--- src/rtl/alien_bomb.sv ---
// Alien bomb pool: launches shots from the selected invader column, drops them on a
// divided motion tick, reports player strikes and renders a 2x4 pixel mask per live bomb.
module alien_bomb #(
    parameter int NUM_BOMBS     = 4,
    parameter int MOVE_DIV      = 250000,
    parameter int STEP          = 2,
    parameter int FIRE_INTERVAL = 32,
    parameter int BOTTOM_ROW    = 470,
    parameter int PLAYER_ROW    = 440
) (
    input  logic                 clk,
    input  logic                 rst,
    input  logic [11:0]          pixel_row,
    input  logic [11:0]          pixel_column,
    input  logic [11:0]          fire_col,
    input  logic [11:0]          fire_row,
    input  logic                 fire_valid,
    input  logic [11:0]          player_column,
    input  logic                 game_en,
    output logic                 bomb_active,
    output logic [3:0]           bomb_output,
    output logic                 player_hit,
    output logic [NUM_BOMBS-1:0] bombs_live
);

    localparam int MW = (MOVE_DIV > 1) ? $clog2(MOVE_DIV) : 1;
    localparam int FW = (FIRE_INTERVAL > 1) ? $clog2(FIRE_INTERVAL) : 1;
    localparam logic [12:0] PR_TOP = 13'(PLAYER_ROW + 1);
    localparam logic [12:0] PR_BOT = 13'(PLAYER_ROW + 20);

    logic [MW-1:0]        move_cnt_reg;
    logic [FW-1:0]        fire_cnt_reg;
    logic [NUM_BOMBS-1:0] live_reg, live_next;
    logic [11:0]          row_reg [NUM_BOMBS];
    logic [11:0]          col_reg [NUM_BOMBS];
    logic [11:0]          row_next [NUM_BOMBS];
    logic [11:0]          col_next [NUM_BOMBS];
    logic                 hit_reg, hit_next;

    logic                 tick;
    logic                 fire_now;
    logic [11:0]          row_step [NUM_BOMBS];
    logic [NUM_BOMBS-1:0] slot_hit;
    logic [NUM_BOMBS-1:0] slot_done;
    logic [NUM_BOMBS-1:0] pix_hit;
    logic [12:0]          prow13, pcol13, pc13;

    assign tick     = game_en && (move_cnt_reg == MW'(MOVE_DIV - 1));
    assign fire_now = tick && (fire_cnt_reg == FW'(FIRE_INTERVAL - 1));
    assign prow13   = {1'b0, pixel_row};
    assign pcol13   = {1'b0, pixel_column};
    assign pc13     = {1'b0, player_column};

    // Per-slot geometry; 13-bit compares so the +offsets can never wrap.
    genvar gi;
    generate
        for (gi = 0; gi < NUM_BOMBS; gi++) begin : g_slot
            logic [12:0] r13, c13, rn13;
            assign row_step[gi] = row_reg[gi] + 12'(STEP);
            assign r13  = {1'b0, row_reg[gi]};
            assign c13  = {1'b0, col_reg[gi]};
            assign rn13 = {1'b0, row_step[gi]};
            assign slot_hit[gi] = live_reg[gi]
                && (rn13 + 13'd1 <= PR_BOT) && (rn13 + 13'd4 >= PR_TOP)
                && (c13 + 13'd15 <= pc13 + 13'd30) && (c13 + 13'd16 >= pc13 + 13'd1);
            assign slot_done[gi] = (row_step[gi] >= 12'(BOTTOM_ROW));
            assign pix_hit[gi] = live_reg[gi]
                && (prow13 > r13) && (prow13 < r13 + 13'd5)
                && (pcol13 > c13 + 13'd14) && (pcol13 < c13 + 13'd17);
        end
    endgenerate

    always_comb begin
        logic found;
        live_next = live_reg;
        row_next  = row_reg;
        col_next  = col_reg;
        hit_next  = 1'b0;
        found     = 1'b0;
        if (tick) begin
            for (int i = 0; i < NUM_BOMBS; i++) begin
                if (live_reg[i]) begin
                    if (slot_hit[i]) begin
                        live_next[i] = 1'b0;
                        hit_next     = 1'b1;
                    end else if (slot_done[i]) begin
                        live_next[i] = 1'b0;
                    end else begin
                        row_next[i] = row_step[i];
                    end
                end
            end
        end
        // Only slots free before this tick qualify, so a retiring slot is never reused at once.
        if (fire_now && fire_valid) begin
            for (int i = 0; i < NUM_BOMBS; i++) begin
                if (!live_reg[i] && !found) begin
                    found        = 1'b1;
                    live_next[i] = 1'b1;
                    row_next[i]  = fire_row;
                    col_next[i]  = fire_col;
                end
            end
        end
    end

    always_ff @(posedge clk) begin
        if (rst) begin
            move_cnt_reg <= '0;
            fire_cnt_reg <= '0;
            live_reg     <= '0;
            hit_reg      <= 1'b0;
            for (int i = 0; i < NUM_BOMBS; i++) begin
                row_reg[i] <= '0;
                col_reg[i] <= '0;
            end
        end else begin
            hit_reg  <= hit_next;
            live_reg <= live_next;
            row_reg  <= row_next;
            col_reg  <= col_next;
            if (game_en) begin
                move_cnt_reg <= tick ? '0 : move_cnt_reg + MW'(1);
            end
            if (tick) begin
                fire_cnt_reg <= (fire_cnt_reg == FW'(FIRE_INTERVAL - 1)) ? '0 : fire_cnt_reg + FW'(1);
            end
        end
    end

    assign bomb_active = |pix_hit;
    assign bomb_output = {4{bomb_active}};
    assign player_hit  = hit_reg;
    assign bombs_live  = live_reg;

endmodule

--- config.mk ---
export PLATFORM = sky130hd
export DESIGN_NAME = alien_bomb
export DESIGN_NICKNAME = d
export VERILOG_FILES = /design/src/rtl/alien_bomb.sv
export SDC_FILE = /design/constraint.sdc
export NUM_CORES = 1
export LEC_CHECK = 0
export BUFFER_PORTS_ARGS = -buffer_cell sky130_fd_sc_hd__buf_2
export CORE_AREA = 2 2 246 175
export DETAILED_ROUTE_END_ITERATION = 10
export DIE_AREA = 0 0 248 177
export GPL_ROUTABILITY_DRIVEN = 0
export MAX_ROUTING_LAYER = met4
export SLEW_MARGIN = 20
export SYNTH_ARGS = -nofsm -noshare
export SYNTH_HDL_FRONTEND = slang
export SYNTH_SLANG_ARGS = --single-unit
--- constraint.sdc ---
create_clock -name clk -period 5.1 [get_ports clk]
set_input_delay 0.51 -clock clk [delete_from_list [all_inputs] [get_ports clk]]
set_output_delay 0.51 -clock clk [all_outputs]
set_load 0.02 [all_outputs]
=== Word level (Yosys, flattened, before mapping) ===
Cells that the tools add are included.

* Bits in registers: 124
* Input bits: 64
* Output and inout port bits: 10
* Logic and storage cells: 190

* Add/subtract/negate cells: 36
* $lt $le $gt $ge: 36
* Eq/ne operators: 2
* Muxes and demuxes: 52
* Bitwise operators: 2
* Reductions and logical operators: 50

{| class="wikitable"
|+ Operator list
! operator !! number
|-
| $mux W12 || 16
|-
| $add A12 B5 Y13 const B || 9
|-
| $add A12 B3 Y13 const B || 8
|-
| $add A12 B4 Y13 const B || 8
|-
| $lt A12 B13 Y1 || 8
|-
| $mux W48 || 2
|-
| $add A12 B1 Y13 const B || 5
|-
| $ge A13 B13 Y1 || 4
|-
| $ge A13 B9 Y1 const B || 4
|-
| $gt A12 B13 Y1 || 4
|-
| $le A13 B13 Y1 || 4
|-
| $le A13 B9 Y1 const B || 4
|-
| $add A12 B2 Y12 const B || 4
|-
| $ge A12 B9 Y1 const B || 4
|-
| $gt A12 B12 Y1 || 4
|-
| $logic_and A1 B1 Y1 || 38
|-
| $mux W1 || 30
|-
| $add A18 B1 Y18 const B || 1
|-
| $eq A18 B18 Y1 const B || 1
|-
| $mux W18 || 1
|-
| $mux W4 || 2
|-
| $reduce_and A2 Y1 || 4
|-
| $logic_not A1 Y1 || 6
|-
| $add A5 B1 Y5 const B || 1
|-
| 5 further kinds || 6
|}

=== Logic depth before layout (Yosys ltp) ===
* Depth in word-level cells: 17
* Mapped depth: 21
* Gate-level depth less buffers: 19

=== Worst setup path after synthesis ===
No wires, ideal clock.

* Kind: reg-to-output
* Start point: reg row_reg (netlist bit g_slot[0].r13[1])
* End point: out bomb_output[0]
* Data arrival time: 3.620 ns
* Data required time: 4.590 ns
* Path slack: 0.970 ns
* Cell stages (with the launch flop): 17
* Path through: dfxtp_1 > clkbuf_1 > inv_1 > ha_1 > inv_1 > ha_1 > nor2b_1 > o21a_1 > o21a_1 > o21ai_0 > nand2b_1 > a21oi_1 > o21ai_0 > nand3_1 > a21oi_1 > o41ai_1 > buf_4

* Cells in the longest elaborated chain, start to end: 6
* Elaborated cells on any way between the ends: 8
* Classes of those cells: add/sub: 1; order compare: 2; reduce/logical: 5

{| class="wikitable"
|+ RTL lines
! what !! line !! text
|-
| start: declaration || 34 || <nowiki>logic [11:0] row_reg [NUM_BOMBS];</nowiki>
|-
| start signal: assignment || 120 || <nowiki>row_reg <= row_next;</nowiki>
|-
| $add A12 B3 Y13 or $gt A12 B12 Y1 (tied branches) || 68 || <nowiki>&& (prow13 > r13) && (prow13 < r13 + 13'd5)</nowiki>
|-
| $lt A12 B13 Y1 or $logic_and A1 B1 Y1 (tied branches) || 68 ||
|-
| $logic_and A1 B1 Y1 * || 68 ||
|-
| $logic_and A1 B1 Y1 * (2 in series) || 69 || <nowiki>&& (pcol13 > c13 + 13'd14) && (pcol13 < c13 + 13'd17);</nowiki>
|-
| $reduce_or A4 Y1 * || 131 || <nowiki>assign bomb_active = |pix_hit;</nowiki>
|-
| end: declaration || 21 || <nowiki>output logic [3:0] bomb_output,</nowiki>
|}

Every way passes the cells marked *; elsewhere a longest branch is shown, timed or not.

=== Worst setup path after layout ===
* Start point: reg row_reg (netlist bit g_slot[1].r13[2])
* End point: out bomb_output[2]

Same word-level chain as after synthesis.

==> metrics.md <==
| Metric | Value |
|---|---|
| Outcome | `completed` |
| Adder-Cell Fraction of Synth Area | `0.252` |
| DR vias | `18126` |
| Cell family contributing the most delay on the critical path | `compound AO/OA/AOI/OAI gates` |
| Synth Area in Compound Gates | `0.181` |
| Headroom to the max-slew limit | `0.280` |
| Final wirelength | `64500 um` |
| Area of the mapped netlist | `between 15000 and 20000 um^2` |
| Post-synthesis mux area share | `0.00940` |
| Critical path required time | `4590 ps` |
| Hold WC Path Type | `in -> reg` |
| Max-slew violation count | `0` |
| Critical path arrival | `4350 ps` |
| RSZ-0062 raised after global routing | `false` |
| CP max stage delay | `700 ps` |
| CP Max Fanout | `16` |
| Final hold viol count | `0` |
| Synth Area in Simple Gates | `0.234` |
| CTS H-tree lvls | `4` |
| Largest net degree at the start of global routing | `80` |
| Row count | `63` |
| Post-synth EDFFs | `0` |
| Util after Layout | `0.477` |
| Number of global-route vias before repair | `16846` |
| Num CTS Buffers | `17` |
| Reg-to-reg endpoint | `g_slot[0].r13[8]` |
| #FFs+latches synth | `124` |
| Met2 Usage GRT | `0.421` |
| Die width | `248 um` |
| Skew final | `12.7 ps` |
| Fmax | `206 MHz` |
| Leak Pwr | `about 7.6 nW` |
| First-pass GRT wire length | `98800 um` |
| # nets final | `between 2000 and 3000` |
| Residual DRC | `0` |
| GR Util met3 | `0.0612` |
| Most frequent cells in the layout | `ha_1 (373), nand2_1 (247), xnor2_1 (206)` |
| Max VDD drop | `0.160 mV` |
| CP Buf/Inv Count | `2` |
| Final setup TNS | `0 ps` |
| Pwr dens | `137 nW/um^2` |
| Gr busiest metal | `met1` |
| Die footprint | `43900 um^2` |
| MaxCap Viol Count | `0` |
| Clock Path Buffers | `2` |
| Ranking of synthesized cells by area | `ha_1 (25%), dfxtp_1 (13%), xnor2_1 (9.8%)` |
| Starting DRT DRC Count | `roughly 2000` |
| Syn-to-layout area delta | `7.47%` |
| DRT Pass-1 Iters | `5` |
| Ant. Diodes | `0` |
| Setup CP Type | `reg -> out` |
| Endpoints failing setup | `0` |
| Critical Path Sink Type | `output port` |
| Syn Area/Cell | `7.61 um^2` |
| WL/cell | `21.5 um` |
| Commonest non-fill, non-tap cell in the layout | `ha_1` |
| I/O pins | `74` |
| Post-CTS Setup Bufs | `0` |
| Crit share post-route | `0.953` |
| Post-synth top flop | `dfxtp_1` |
| Xor/xnor share of the synthesized area | `0.137` |
| Routed vias/inst | `6.05` |
| Distinct cells, synth | `88` |
| Core box area | `41700 um^2` |
| Post-cts resize count | `0` |
| Clock root buffer | `clkbuf_16` |
| Slew @ Worst Pin | `1080 ps` |
| R2R depth | `17` |
| Port Buffers | `73` |
| Fraction of layout instances using a drive strength above 1 | `0.0720` |
| Die H | `177 um` |
| Largest family of logic cells by synthesized area | `adder cells` |
| Post-DRT Antenna Nets | `0` |
| Reg-to-reg setup timing slack | `640 ps` |
| Synthesized instance count | `2429` |
| GR Layer Usage met1 | `0.441` |
| Worst path slowest cell | `dfxtp_1` |
| CTS Hold Bufs | `0` |
| Worst hold stages | `3` |
| Area leader, netlist | `ha_1` |
| Syn nets | `around 2900` |
| TritonCTS clock tree | `yes` |
| R2r startpoint | `col_reg[40]` |
| Min Clock Period, post-route | `4860 ps` |
| Initial antenna violation count | `1` |
| Post-synth ARST share | `0` |
| Post-DP HPWL | `just over 50000 um` |
| Yosys warnings | `0` |
| Total grt overflow | `0` |
| Clock slew at reported path FFs | `70 ps` |
| Share of the synthesized area in the top cell type | `0.252` |
| Initial Utilization | `0.444` |
| All-layer global routing usage | `0.302` |
| Clk_lat worst skew | `440 ps` |
| CP cell instances | `inv_1, ha_1, a21oi_1, nor3_1, xnor2_1, ha_1, o21a_1, o21ai_0, a21oi_1, o21ai_0, nand2_1, a221o_1, o311a_1, o41ai_1, buf_2` |
| Hold Startpoint | `fire_col[3]` |
| Post-synthesis sequential area ratio | `0.134` |
| CTS Sinks | `124` |
| WHS Endpoint | `col_reg[39]` |
| Worst Setup Start Kind | `register` |
==> layout make-up <==
cell class | count | area, um^2
timing repair buffer | 108 | 631
clock inverter | 11 | 131
sequential | 124 | 2480
multi-input combinational | 2068 | 15100
tap | 552 | 691
fill | 4073 | 21800
clock buffer | 20 | 467
inverter | 112 | 420
==> metrics by stage <==
step	hold WS, ps	setup slack (ps)	area (um^2)	power [mW]	instances
detailed placement	452	487	19300	1.44	2964
floorplan	436	970	18500	1.23	2429
finish	385	242	19900	2.71	2995
global placement	443	652	19300	1.42	2964
global route	378	3.63	19900	2.81	2995
CTS	363	256	19900	2.72	2995
==> cells in the mapped netlist (6+ instances only) <==
master	count
clkbuf_1	84
a21oi_1	163
o31ai_1	7
nor3_1	51
nor2b_1	38
buf_1	6
and2_1	6
nand2_1	247
inv_1	109
or3_1	14
o211ai_1	16
mux2i_1	14
o21bai_1	6
xor2_1	82
a211oi_1	46
nand4_1	54
nand4b_1	11
o21ai_0	100
nor2_1	195
buf_2	24
nand3_1	103
and3_1	24
a41oi_1	6
and4_1	7
ha_1	373
nor4_1	22
xnor2_1	206
dfxtp_1	124
nor3b_1	9
a2111oi_0	9
a21o_1	24
o21a_1	44
or4_1	10
nand3b_1	9
a31oi_1	23
nand2b_1	42
buf_4	8
or2_2	9
==> cell families (layout without fill, tap and decap cells) <==
logic type | count (synthesis) | in the layout
DFF | 124 | 124
and+or+nand+nor | 871 | 871
AOI/OAI and AO/OA | 518 | 518
muxes | 17 | 17
xor gates and xnor gates | 289 | 289
buffers and inverters | 237 | 251
adders and majority gates | 373 | 373
==> how the worst max path moves through the flow <==
stage                           from          endpoint  slack (ps)  cells after the start
CTS                       col_reg[0]    bomb_output[2]         260                     15
detailed placement  player_column[1]  g_slot[0].r13[7]         490                     18
global placement    player_column[0]  g_slot[3].r13[6]         650                     17
global route        g_slot[0].r13[2]       bomb_active           4                     14
floorplan           g_slot[0].r13[1]    bomb_output[0]         970                     16
finish              g_slot[1].r13[2]    bomb_output[2]         240                     15
==> worst register-to-register path: cells and delay by family, from the launching register on <==
kind	cells	cell delay, ps
fa+ha+maj	2	630
flops	1	520
compound gates	7	1510
simple gates	5	960
buf+inv	1	250
xor+xnor	2	500
==> per-layer routing <==
metal,vias to the layer above,part of all wire
met4,0,0.017
met3,66,0.099
met5,-,0
met2,744,0.40
li1,8667,-
met1,8649,0.48
==> power by group <==
part / total, mW / internal [mW] / switching (mW)
registers: 0.971 / 0.970 / 0.00122
logic: 0.458 / 0.162 / 0.295
clock network: 1.29 / 0.762 / 0.524
total: 2.71 / 1.89 / 0.821
Note: power is estimated with default switching activity, not from simulation.
